### src/rtl/hsv_core_mem_response.sv
// In-order load/store response stage: queues address-stage transactions, consumes dmem responses,
// formats load data and emits one commit record per instruction. Optional macro: HSV_MEM_ACCESS_FAULT_EN.
package hsv_core_mem_pkg;
  typedef struct packed {
    logic write;
    logic sign_extend;
  } mem_data_t;

  typedef struct packed {
    logic [31:0] address;
    mem_data_t   mem_data;
    logic        is_memory;
    logic [3:0]  write_strobe;
    logic        misaligned_address;
  } read_write_t;

  typedef struct packed {
    logic       is_store;
    logic       sign_extend;
    logic       is_memory;
    logic       misaligned;
    logic [3:0] strobe;
    logic       bus;
  } q_entry_t;
endpackage

module hsv_core_mem_response
  import hsv_core_mem_pkg::*;
#(
  parameter int unsigned QueueDepth = 4
) (
  input  logic        clk_core,
  input  logic        rst_core_n,
  input  logic        flush,
  input  read_write_t transaction,
  input  logic        valid_i,
  output logic        response_stall,
  input  logic        dmem_rvalid,
  output logic        dmem_rready,
  input  logic [31:0] dmem_rdata,
  input  logic [1:0]  dmem_rresp,
  input  logic        dmem_bvalid,
  output logic        dmem_bready,
  input  logic [1:0]  dmem_bresp,
  input  logic        commit_stall,
  output logic        commit_valid_o,
  output logic [31:0] commit_data,
  output logic        commit_trap,
  output logic [3:0]  commit_cause
);
  localparam int unsigned PtrW = $clog2(QueueDepth);
  localparam int unsigned CntW = PtrW + 1;

  q_entry_t              r_queue [QueueDepth];
  logic [QueueDepth-1:0] r_discard;
  logic [PtrW-1:0]       r_wr_ptr, r_rd_ptr;
  logic [CntW-1:0]       r_count;
  logic                  r_stall;
  logic                  r_commit_valid, r_commit_trap;
  logic [31:0]           r_commit_data;
  logic [3:0]            r_commit_cause;

  q_entry_t        w_new, w_head;
  logic            w_enq, w_bypass, w_head_valid, w_head_discard;
  logic            w_out_free, w_can_complete, w_pop, w_record, w_bus_err;
  logic [CntW-1:0] w_count_next;
  logic [1:0]      w_off;
  logic [7:0]      w_byte;
  logic [15:0]     w_half;
  logic [31:0]     w_load, w_data;
  logic            w_trap;
  logic [3:0]      w_cause;
  logic            w_unused_bits;

  assign w_new.is_store    = transaction.mem_data.write;
  assign w_new.sign_extend = transaction.mem_data.sign_extend;
  assign w_new.is_memory   = transaction.is_memory;
  assign w_new.misaligned  = transaction.misaligned_address;
  assign w_new.strobe      = transaction.write_strobe;
  assign w_new.bus         = transaction.is_memory & ~transaction.misaligned_address;

  assign w_enq    = valid_i & ~r_stall & ~flush;
  // A non-bus entry arriving at an empty queue is completed in its enqueue cycle.
  assign w_bypass = (r_count == '0) & w_enq & ~w_new.bus;

  assign w_head         = w_bypass ? w_new : r_queue[r_rd_ptr];
  assign w_head_valid   = (r_count != '0) | w_bypass;
  assign w_head_discard = ~w_bypass & (r_discard[r_rd_ptr] | flush);
  assign w_out_free     = ~r_commit_valid | ~commit_stall;
  assign w_can_complete = w_head_valid & (w_head_discard | w_out_free);

  assign dmem_rready = w_can_complete & w_head.bus & ~w_head.is_store;
  assign dmem_bready = w_can_complete & w_head.bus & w_head.is_store;
  assign w_pop       = w_can_complete & (~w_head.bus | (dmem_rready & dmem_rvalid)
                                                     | (dmem_bready & dmem_bvalid));
  assign w_record    = w_pop & ~w_head_discard;
  assign w_count_next = r_count + CntW'(w_enq) - CntW'(w_pop);

`ifdef HSV_MEM_ACCESS_FAULT_EN
  assign w_bus_err     = w_head.bus & (w_head.is_store ? (dmem_bresp != 2'b00) : (dmem_rresp != 2'b00));
  assign w_unused_bits = ^transaction.address;
`else
  assign w_bus_err     = 1'b0;
  assign w_unused_bits = ^{transaction.address, dmem_rresp, dmem_bresp};
`endif

  // NOTE: every signal assigned in always_comb gets a default first so no latch is inferred.
  always_comb begin
    w_off = 2'd0;
    if      (w_head.strobe[0]) w_off = 2'd0;
    else if (w_head.strobe[1]) w_off = 2'd1;
    else if (w_head.strobe[2]) w_off = 2'd2;
    else if (w_head.strobe[3]) w_off = 2'd3;

    w_half = w_off[1] ? dmem_rdata[31:16] : dmem_rdata[15:0];
    case (w_off)
      2'd0:    w_byte = dmem_rdata[7:0];
      2'd1:    w_byte = dmem_rdata[15:8];
      2'd2:    w_byte = dmem_rdata[23:16];
      default: w_byte = dmem_rdata[31:24];
    endcase

    if (&w_head.strobe)
      w_load = dmem_rdata;
    else if ((w_head.strobe == 4'b0011) || (w_head.strobe == 4'b1100))
      w_load = {{16{w_head.sign_extend & w_half[15]}}, w_half};
    else
      w_load = {{24{w_head.sign_extend & w_byte[7]}}, w_byte};

    w_trap  = 1'b0;
    w_cause = 4'd0;
    if (w_head.misaligned) begin
      w_trap  = 1'b1;
      w_cause = w_head.is_store ? 4'd6 : 4'd4;
    end else if (!w_head.is_memory || w_bus_err) begin
      w_trap  = 1'b1;
      w_cause = w_head.is_store ? 4'd7 : 4'd5;
    end
    w_data = (w_trap | w_head.is_store) ? 32'd0 : w_load;
  end

  // NOTE: queue storage has no reset; occupancy and pointers alone decide what is valid.
  always_ff @(posedge clk_core) begin
    if (w_enq) r_queue[r_wr_ptr] <= w_new;
  end

  // NOTE: sequential state uses non-blocking assignments so every register samples pre-edge values.
  always_ff @(posedge clk_core or negedge rst_core_n) begin
    if (!rst_core_n) begin
      r_discard      <= '0;
      r_wr_ptr       <= '0;
      r_rd_ptr       <= '0;
      r_count        <= '0;
      r_stall        <= 1'b0;
      r_commit_valid <= 1'b0;
      r_commit_data  <= 32'd0;
      r_commit_trap  <= 1'b0;
      r_commit_cause <= 4'd0;
    end else begin
      if (flush) r_discard <= '1;
      else if (w_enq) r_discard[r_wr_ptr] <= 1'b0;
      if (w_enq) r_wr_ptr <= r_wr_ptr + 1'b1;
      if (w_pop) r_rd_ptr <= r_rd_ptr + 1'b1;
      r_count <= w_count_next;
      r_stall <= (w_count_next == CntW'(QueueDepth));

      if (flush) begin
        r_commit_valid <= 1'b0;
      end else if (w_record) begin
        r_commit_valid <= 1'b1;
        r_commit_data  <= w_data;
        r_commit_trap  <= w_trap;
        r_commit_cause <= w_cause;
      end else if (!commit_stall) begin
        r_commit_valid <= 1'b0;
      end
    end
  end

  assign response_stall = r_stall;
  assign commit_valid_o = r_commit_valid;
  assign commit_data    = r_commit_data;
  assign commit_trap    = r_commit_trap;
  assign commit_cause   = r_commit_cause;
endmodule

### config.mk
export PLATFORM = sky130hd
export DESIGN_NAME = hsv_core_mem_response
export DESIGN_NICKNAME = d
export VERILOG_FILES = /design/src/rtl/hsv_core_mem_response.sv
export SDC_FILE = /design/constraint.sdc
export NUM_CORES = 1
export LEC_CHECK = 0
export CAP_MARGIN = 25
export CORE_MARGIN = 5
export CORE_UTILIZATION = 48
export DETAILED_ROUTE_END_ITERATION = 16
export GPL_TIMING_DRIVEN = 0
export PLACE_DENSITY_LB_ADDON = 0.2
export SYNTH_ARGS = -nofsm -noshare
export SYNTH_HDL_FRONTEND = slang
export SYNTH_SLANG_ARGS = --single-unit
### constraint.sdc
create_clock -name clk_core -period 3.78 [get_ports clk_core]
set_clock_uncertainty 0.1 [all_clocks]
set_input_delay 0.756 -clock clk_core [delete_from_list [all_inputs] [get_ports clk_core]]
set_output_delay 0.756 -clock clk_core [all_outputs]
set_load 0.03 [all_outputs]
* Word-level counts from Yosys, hierarchy flattened *
Memory sizes are Yosys's and may differ from the RTL's.
Cells that the tools add are included.

storage, ports and cells
  RAM bits = 36
  logic and storage cells = 93
  memories kept = 1
  input bits = 83
  register bits after elaboration = 50
  output and inout port bits = 41

operators by class
  order comparisons = 3
  reductions and logical operators = 8
  $add $sub $neg = 4
  eq/ne operators = 6
  bitwise logic cells = 35
  muxes and demuxes = 27

memories
  name     words  bits a word  read ports  clocked after memory_dff  write ports  RTL line  text
  r_queue  4      9            1           0                         1            54        q_entry_t r_queue [QueueDepth];

operators by type and width
  cell                   count
  $mux W32               3
  $pmux W8 S3            1
  $and A1 B1 Y1          16
  $mux W16               1
  $mux W2                6
  $not A1 Y1             10
  $mux W1                9
  $mux W9                1
  $mux W4                2
  $or A1 B1 Y1           7
  $lt A2 B3 Y1 const B   2
  $mux W3                2
  $add A2 B1 Y2 const B  2
  $and A4 B4 Y4          1
  $eq A4 B2 Y1 const B   1
  $eq A4 B4 Y1 const B   1
  $not A4 Y4             1
  $reduce_and A4 Y1      1
  $add A3 B1 Y3          1
  $eq A3 B3 Y1 const B   1
  $logic_not A3 Y1       1
  $ne A3 B2 Y1 const B   1
  $reduce_bool A3 Y1     1
  $sub A3 B1 Y3          1
  other kinds (10)       10

* Logic depth before layout (Yosys ltp) *
Gate-level depths: netlist (run 1).

  word-level depth = 18
  gate-level depth with buffers = 11
  mapped depth without buffers = 9

* Worst setup path before layout (run 1) *
OpenSTA, ideal clock, no wires.

  path kind = input -> register
  from = input port flush
  to = register r_commit_data[8], in the netlist commit_data[8]
  path buffers = 3
  cell stages on the path = 10
  library setup time = 96 ps
  path slack = 575 ps
  arrival time = 3,008 ps
  data required time = 3,584 ps
  cell sequence = buf_6 -> nor3b_4 -> inv_4 -> o31a_1 -> or4_1 -> buf_4 -> o22a_4 -> o211a_4 -> buf_6 -> o31ai_1

between the ends
  word-level cells in the longest chain between the ends = 16
  elaborated cells between the ends (all ways) = 44
  classes of those cells = eq/ne (4); mux (12); bitwise (24); reduce/logical (4)

ends and longest elaborated chain
  element                                           RTL line  text
  start, declared                                   34        input logic flush,
  branches (longest 16 deep; another with $mux W9)  n/a
  end signal, assigned                              171       r_commit_data <= w_data;
  end, declared                                     60        logic [31:0] r_commit_data;

Parallel ways; which one is timed is not known.
A chain may end at the register's enable or synchronous reset.

==> impl_table.tex, run 1 <==
\begin{tabular}{lr}
\hline
Metric & Value \\
\hline
\multicolumn{2}{l}{\textbf{Pwr}} \\
Switching share of power & between 40\% and 50\% \\
Cell area power density & around 800 nW/um2 \\
Combinational Power Share & a little under three fifths \\
Net Switching & slightly below 0.002 W \\
P\_int & between 0.002 and 0.0025 W \\
Worst IR drop on VDD & around 0.43 mV \\
Portion of total power attributed to the clock network & 13.0\% \\
Part of the total power dissipated in sequential elements & 30.9\% \\
Leakage power summed over all cells & between 2 and 2.5 nW \\
\multicolumn{2}{l}{\textbf{Global route}} \\
Remaining global-route overflow & 0 \\
Number of global-route vias before repair & between 3k and 4k \\
Initial antenna violation count & 0 \\
Total routing resource utilization after global routing & 21.8\% \\
Global-route wire length before repair & roughly 19 mm \\
Maximum number of pins on one net before global-route repair & 37 \\
\multicolumn{2}{l}{\textbf{Yosys}} \\
Distinct cell type count of the synthesized netlist & 60 \\
Syn\_area\_per\_cell & 12.4 um2 \\
Most frequent cell after synthesis & dfrtp\_1 \\
Number of enable flip-flop cells after synthesis & 36 \\
Top-area cell type share of the netlist area & 28.1\% \\
Area of the mapped netlist & approximately 4300 um2 \\
Yosys warning count & 0 \\
Post-synthesis cell count & 345 \\
\#FFs+latches synth & 84 \\
Synthesized Nets & between 400 and 500 \\
Top post-synthesis cells by area & dfrtp\_1 28\%, edfxtp\_1 25\%, mux4\_2 5.3\% \\
Share of synthesized registers carrying an async set or reset & between 50\% and 60\% \\
Sequential fraction of the synthesis area & a little over half \\
Cell types with the highest counts after synthesis & 48 x dfrtp\_1, 36 x edfxtp\_1, 30 x o31ai\_1, 24 x a22oi\_1, 22 x nor2\_1 \\
Leading area contributor after synthesis & dfrtp\_1 \\
Leading register cell type out of synthesis & dfrtp\_1 \\
\multicolumn{2}{l}{\textbf{Floorplanning}} \\
Overall die width & roughly 100 um \\
Total die area & 10900 um2 \\
Core Footprint & 8720 um2 \\
Number of placed I/O pins & 124 \\
Initial Util & between 40\% and 50\% \\
Number of rows created at floorplan & 34 \\
DIE HEIGHT & $\sim$100 um \\
\multicolumn{2}{l}{\textbf{Cells and area}} \\
Core utilization of the finished layout & between 60\% and 70\% \\
Fill cells & 700 \\
Area growth syn-to-layout & 30.3\% \\
Sequential cell area in the final layout & roughly 2300 um2 \\
Area occupied by multi-input gates & 1900 um2 \\
Net total in the final layout & around 540 \\
Antenna fix cells & 0 \\
Cell Count, Final, Fillers Out & between 500 and 600 \\
Layout cells sized above 1 & 14.8\% \\
\multicolumn{2}{l}{\textbf{Placement}} \\
RePlAce Congestion & around 0.85 \\
Total instance count after detailed placement & about 540 \\
Port buffer count & 85 \\
Post-DP HPWL & roughly 8.7 mm \\
\multicolumn{2}{l}{\textbf{Clock network}} \\
Number of buffers created by CTS & 9 \\
Reg clk slew, reported paths & approximately 90 ps \\
Root cell of the clock tree & clkbuf\_8 \\
H-tree levels & 3 \\
CTS tree & yes \\
Worst-Skew Late Latency & about 360 ps \\
\# hold bufs at CTS & 0 \\
Max clock buf depth & 2 \\
TritonCTS sink count & 84 \\
\multicolumn{2}{l}{\textbf{Setup path}} \\
CP Launch Type & input port \\
Cell at the slowest stage of the critical path & clkdlybuf4s50\_1 \\
Stage delay of the slowest cell on the critical path & about 560 ps \\
Arrival time of the worst setup path & between 3000 and 4000 ps \\
Cell chain of the critical path & clkdlybuf4s50\_1 > nand2b\_1 > clkbuf\_4 > clkinvlp\_4 > o31a\_1 > or4\_1 > buf\_4 > o22a\_4 > o211a\_4 > buf\_6 > o31ai\_1 \\
Worst setup EP type & flip-flop \\
Largest fanout of any net on the critical path & 10 \\
Top delay family on crit path & buffers and inverters \\
Count of buffer and inverter cells on the critical path & 5 \\
Flop-to-flop setup slack & 300 ps \\
Critical Setup Path Class & in -> reg \\
Crit path required time & between 3000 and 4000 ps \\
\multicolumn{2}{l}{\textbf{Route}} \\
Drt initial violations & 215 \\
DRT antenna net count & 0 \\
Number of remaining DRC errors & 0 \\
Total Wirelength & around 12 mm \\
Pre-Repair DR Iteration Count & 5 \\
Detailed-route via count & 3460 \\
WL per Instance & between 20 and 25 um \\
Via count normalized by instance count & about 6 \\
\multicolumn{2}{l}{\textbf{STA}} \\
Achievable clock frequency & 274 MHz \\
Final hold viol count & 0 \\
Worst max-slew margin expressed relative to the limit & between 40\% and 50\% \\
Min Hold Slack & between 150 and 200 ps \\
Total negative setup slack & 0 ps \\
Final-report max-slew violation count & 0 \\
Final critical delay including setup and external delays & 3650 ps \\
Worst-Margin Slew & 875 ps \\
Setup Viol. Count Final & 0 \\
Final worst path period share & between 90\% and 100\% \\
\multicolumn{2}{l}{\textbf{Run status}} \\
Status & finished clean \\
\multicolumn{2}{l}{\textbf{Min path}} \\
Worst hold path class & in -> async \\
\multicolumn{2}{l}{\textbf{Run}} \\
Max-Cap Viols & 0 \\
\hline
\end{tabular}
cell families after synthesis:
family / after synthesis / synth area share (%)
AO/OA/AOI/OAI: 125 / 24.0
flip-flops: 84 / 53.3
AND/OR/NAND/NOR: 75 / 9.27
buffers and inverters: 35 / 4.09
multiplexers: 13 / 5.97
adder cells (fa/ha/maj): 7 / 2.22
XOR/XNOR: 5 / 1.02
other: 1 / 0.0876
path summary, 6_finish.rpt:
| path | start | end | cells past startpoint |
|---|---|---|---|
| min in group clk_core | commit_cause[1] | commit_cause[1] | 2 |
| max in group asynchronous | rst_core_n | r_discard[1] | 2 |
| max | transaction[0] | commit_data[15] | 11 |
| min | rst_core_n | commit_data[11] | 1 |
| max reg2reg | r_rd_ptr[0] | commit_data[21] | 8 |
| min reg2reg | commit_cause[1] | commit_cause[1] | 2 |
power groups by stage:
stage | clock network, W | logic, W | registers, W
after floorplan | 0 | 0.00130 | 0.00160
after global placement | 0 | 0.00232 | 0.00133
after detailed placement | 0 | 0.00237 | 0.00134
after CTS | 0.000574 | 0.00240 | 0.00133
after global routing | 0.000613 | 0.00264 | 0.00138
final | 0.000566 | 0.00245 | 0.00135
cells in the final DEF, fill, tap and decap left out, types with 10 or more instances in the layout:
master | synthesis | layout
clkbuf_1 | 16 | 15
dfrtp_1 | 48 | 48
nand2_1 | 16 | 16
nor2_1 | 22 | 22
a22oi_1 | 24 | 24
a311oi_1 | 14 | 14
a21boi_0 | 14 | 14
clkdlybuf4s50_1 | 0 | 82
edfxtp_1 | 36 | 36
mux4_2 | 10 | 10
o31ai_1 | 30 | 27
buf_4 | 4 | 10
per-layer routing:
| metal | global-route usage, % | vias up | part of all wire (%) |
|---|---|---|---|
| met5 | 0 | - | 0 |
| met4 | 7.12 | 0 | 1.7 |
| met3 | 5.71 | 18 | 7.6 |
| met2 | 33.1 | 129 | 47 |
| met1 | 30.6 | 1727 | 44 |
| li1 | - | 1586 | - |
layout make-up:
cell class	instances	area share, %
flip-flops and latches	84	40.9
multi-input cells	226	34.1
repair buffers	92	16.4
well taps	108	2.42
plain buffers	24	2.40
clock buffers	10	2.29
inverters	9	0.718
clock inverters	6	0.696
repair inverters	1	0.0898
what timing repair did:
action	4_1_cts	5_1_grt
pin swaps	1	2
setup buffers	2	4
endpoints found under the hold margin	0	0
endpoints found under the setup margin	25	34
gates resized for setup	7	9
gates cloned	0	1
stage by stage:
step | setup slack [ps] | total power [W] | cell area, um2
CTS | -17.5 | 0.00430 | 5500
global route | -21.0 | 0.00463 | 5570
global placement | -429 | 0.00365 | 5270
floorplan | 575 | 0.00291 | 4280
detailed placement | -536 | 0.00371 | 5280
finish | 128 | 0.00436 | 5570
registers in the layout, indices dropped and copies added, names as in the netlist:
| name | flops |
|---|---|
| r_queue | 36 |
| commit_data | 32 |
| r_discard | 4 |
| r_count | 3 |
| commit_cause | 2 |
| r_rd_ptr | 2 |
| r_wr_ptr | 2 |
| commit_trap | 1 |
| commit_valid_o | 1 |
| response_stall | 1 |
No activity file was read; power rests on OpenSTA's default activity.
==> run 2, diff against run 1 <==
--- a/config.mk
+++ b/config.mk
@@ -6,7 +6,7 @@
 export NUM_CORES = 1
 export LEC_CHECK = 0
 export CAP_MARGIN = 25
-export CORE_MARGIN = 5
+export CORE_MARGIN = 2
 export CORE_UTILIZATION = 48
 export DETAILED_ROUTE_END_ITERATION = 16
 export GPL_TIMING_DRIVEN = 0
==> run 2 against run 1 <==
  * Die area down 11%
  * Final cell count unchanged
  * Register-to-register slack barely moved
  * Final area is 0.81% higher
  * Utilization grew 0.83 points
  * Fmax increased by 0.43%
  * Sequential share of layout area shrank 0.33 points
  * Combinational power about the same
  * Critical path type unchanged
  * Worst setup slack better by 15 ps
==> impl_table.tex, run 2 (same netlist as run 1, synthesis figures left out) <==
\begin{tabular}{lr}
\hline
Metric & Value \\
\hline
\multicolumn{2}{l}{\textbf{Run status}} \\
Status & finished clean \\
\multicolumn{2}{l}{\textbf{Global route}} \\
Maximum number of pins on one net before global-route repair & 31 \\
Total routing resource utilization after global routing & between 20\% and 30\% \\
Number of global-route vias before repair & 3363 \\
Global-route wire length before repair & 18.2 mm \\
Initial antenna violation count & 0 \\
Remaining global-route overflow & 0 \\
\multicolumn{2}{l}{\textbf{Clock network}} \\
Root cell of the clock tree & clkbuf\_8 \\
H-tree levels & 3 \\
CTS tree & yes \\
TritonCTS sink count & 84 \\
Reg clk slew, reported paths & approximately 100 ps \\
Number of buffers created by CTS & 9 \\
Max clock buf depth & 2 \\
Worst-Skew Late Latency & 370 ps \\
\multicolumn{2}{l}{\textbf{STA}} \\
Final critical delay including setup and external delays & 3640 ps \\
Worst max-slew margin expressed relative to the limit & approximately two fifths \\
Final hold viol count & 0 \\
Achievable clock frequency & approximately 280 MHz \\
Worst-Margin Slew & 879 ps \\
Worst Setup Slack, final & approximately 140 ps \\
Final-report max-slew violation count & 0 \\
Setup Viol. Count Final & 0 \\
Final worst path period share & a little over nine tenths \\
\multicolumn{2}{l}{\textbf{Placement}} \\
RePlAce Congestion & 0.908 \\
Pre-CTS setup slack & -539 ps \\
Post-DP HPWL & just over 8 mm \\
Total instance count after detailed placement & 539 \\
Area of placed instances & $\sim$5300 um2 \\
Port buffer count & 85 \\
\multicolumn{2}{l}{\textbf{Setup path}} \\
CP Launch Type & input port \\
Reg-to-reg startpoint & r\_rd\_ptr[0] \\
Count of buffer and inverter cells on the critical path & 5 \\
FF-to-FF End & commit\_data[28] \\
Top delay family on crit path & buffers and inverters \\
Cell chain of the critical path & clkdlybuf4s50\_1 > nand2b\_1 > clkbuf\_4 > clkinvlp\_4 > o31a\_1 > or4\_1 > buf\_4 > o22a\_4 > o211a\_4 > buf\_6 > o31ai\_1 \\
Cell at the slowest stage of the critical path & clkdlybuf4s50\_1 \\
Largest fanout of any net on the critical path & 10 \\
Crit path required time & around 4000 ps \\
Critical Setup Path Class & in -> reg \\
Stage delay of the slowest cell on the critical path & $\sim$570 ps \\
Arrival time of the worst setup path & approximately 3800 ps \\
Flop-to-flop setup slack & $\sim$300 ps \\
Cell depth of the worst setup path & 11 \\
Depth of the most critical reg-to-reg path & 8 \\
Worst setup EP type & flip-flop \\
\multicolumn{2}{l}{\textbf{Min path}} \\
Worst hold path class & in -> async \\
\multicolumn{2}{l}{\textbf{Floorplanning}} \\
Initial Util & approximately half \\
Number of placed I/O pins & about 120 \\
DIE HEIGHT & just under 100 um \\
Core Footprint & just under 9000 um2 \\
Number of rows created at floorplan & 34 \\
Total die area & 9690 um2 \\
Overall die width & between 90 and 100 um \\
\multicolumn{2}{l}{\textbf{Cells and area}} \\
Most flops, register & r\_queue \\
Flip-flop count of the largest register after layout & 36 \\
Area growth syn-to-layout & 31.3\% \\
Antenna fix cells & 0 \\
Core utilization of the finished layout & about two thirds \\
Highest-count cells in the layout ignoring fill and taps & 82 x clkdlybuf4s50\_1, 48 x dfrtp\_1, 36 x edfxtp\_1 \\
Finished Cell Area & $\sim$5600 um2 \\
Layout cells sized above 1 & 14.8\% \\
Leading cell type in the layout, fill and taps excluded & clkdlybuf4s50\_1 \\
Net total in the final layout & approximately 540 \\
Cell Count, Final, Fillers Out & 560 \\
\multicolumn{2}{l}{\textbf{Run}} \\
Max-Cap Viols & 0 \\
\multicolumn{2}{l}{\textbf{Pwr}} \\
Switching share of power & 43.4\% \\
Net Switching & 0.00195 W \\
Portion of total power attributed to the clock network & 16.2\% \\
Worst IR drop on VDD & between 0.3 and 0.4 mV \\
Combinational Power Share & between 50\% and 60\% \\
Cell area power density & approximately 800 nW/um2 \\
P\_int & between 0.002 and 0.003 W \\
Part of the total power dissipated in sequential elements & between 30\% and 40\% \\
Leakage power summed over all cells & slightly above 2 nW \\
Power consumption & 0.00449 W \\
\multicolumn{2}{l}{\textbf{Route}} \\
DRT antenna net count & 0 \\
Detailed-route via count & between 3k and 4k \\
Drt initial violations & between 200 and 250 \\
Pre-Repair DR Iteration Count & 5 \\
Number of remaining DRC errors & 0 \\
WL per Instance & just over 20 um \\
Via count normalized by instance count & just over 6 \\
Total Wirelength & approximately 11 mm \\
\hline
\end{tabular}
## run 2: how the worst max path moves through the flow
stage / start / endpoint
floorplan: flush / commit_data[8]
global placement: transaction[0] / commit_data[29]
detailed placement: transaction[0] / commit_data[28]
CTS: transaction[0] / commit_data[28]
global route: valid_i / response_stall
finish: transaction[0] / commit_data[28]
## run 2: through the flow
stage                     setup TNS (ps)  hold slack, ps
after global routing               -20.9             258
after CTS                          -7.63             241
after global placement            -10700             361
final                                  0             216
after floorplan                        0             355
after detailed placement          -13350             368
## run 2: area by class of cell
| class | count | area (um2) |
|---|---|---|
| Buffer | 25 | 138 |
| Clock buffer | 10 | 128 |
| Clock inverter | 6 | 95.1 |
| Fill cell | 673 | 3060 |
| Inverter | 9 | 40.0 |
| Multi-Input combinational cell | 226 | 1890 |
| Sequential cell | 84 | 2280 |
| Tap cell | 108 | 135 |
| Timing Repair Buffer | 91 | 905 |
| Timing Repair inverter | 1 | 5.00 |
## run 2: power groups by stage
stage | Sequential (W) | Clock [W] | Combinational [W]
2_1_floorplan | 0.00160 | 0 | 0.00130
3_3_place_gp | 0.00133 | 0 | 0.00232
3_5_place_dp | 0.00134 | 0 | 0.00235
4_1_cts | 0.00135 | 0.000735 | 0.00235
5_1_grt | 0.00138 | 0.000774 | 0.00260
6_report | 0.00135 | 0.000725 | 0.00242
## run 2: repair_timing
item / 4_1_cts / 5_1_grt
setup buffers: 1 / 4
hold buffers: 0 / 0
pin swaps: 1 / 1
gates cloned: 0 / 1
resized for setup: 6 / 9
setup endpoints to repair: 16 / 35
## run 2: per-layer routing
layer,wire [um],global-route usage (%),vias up
met2,5210,34.1,175
met4,229,8.85,0
li1,-,-,1589
met3,883,5.74,26
met1,5040,37.1,1679
met5,0,0,-
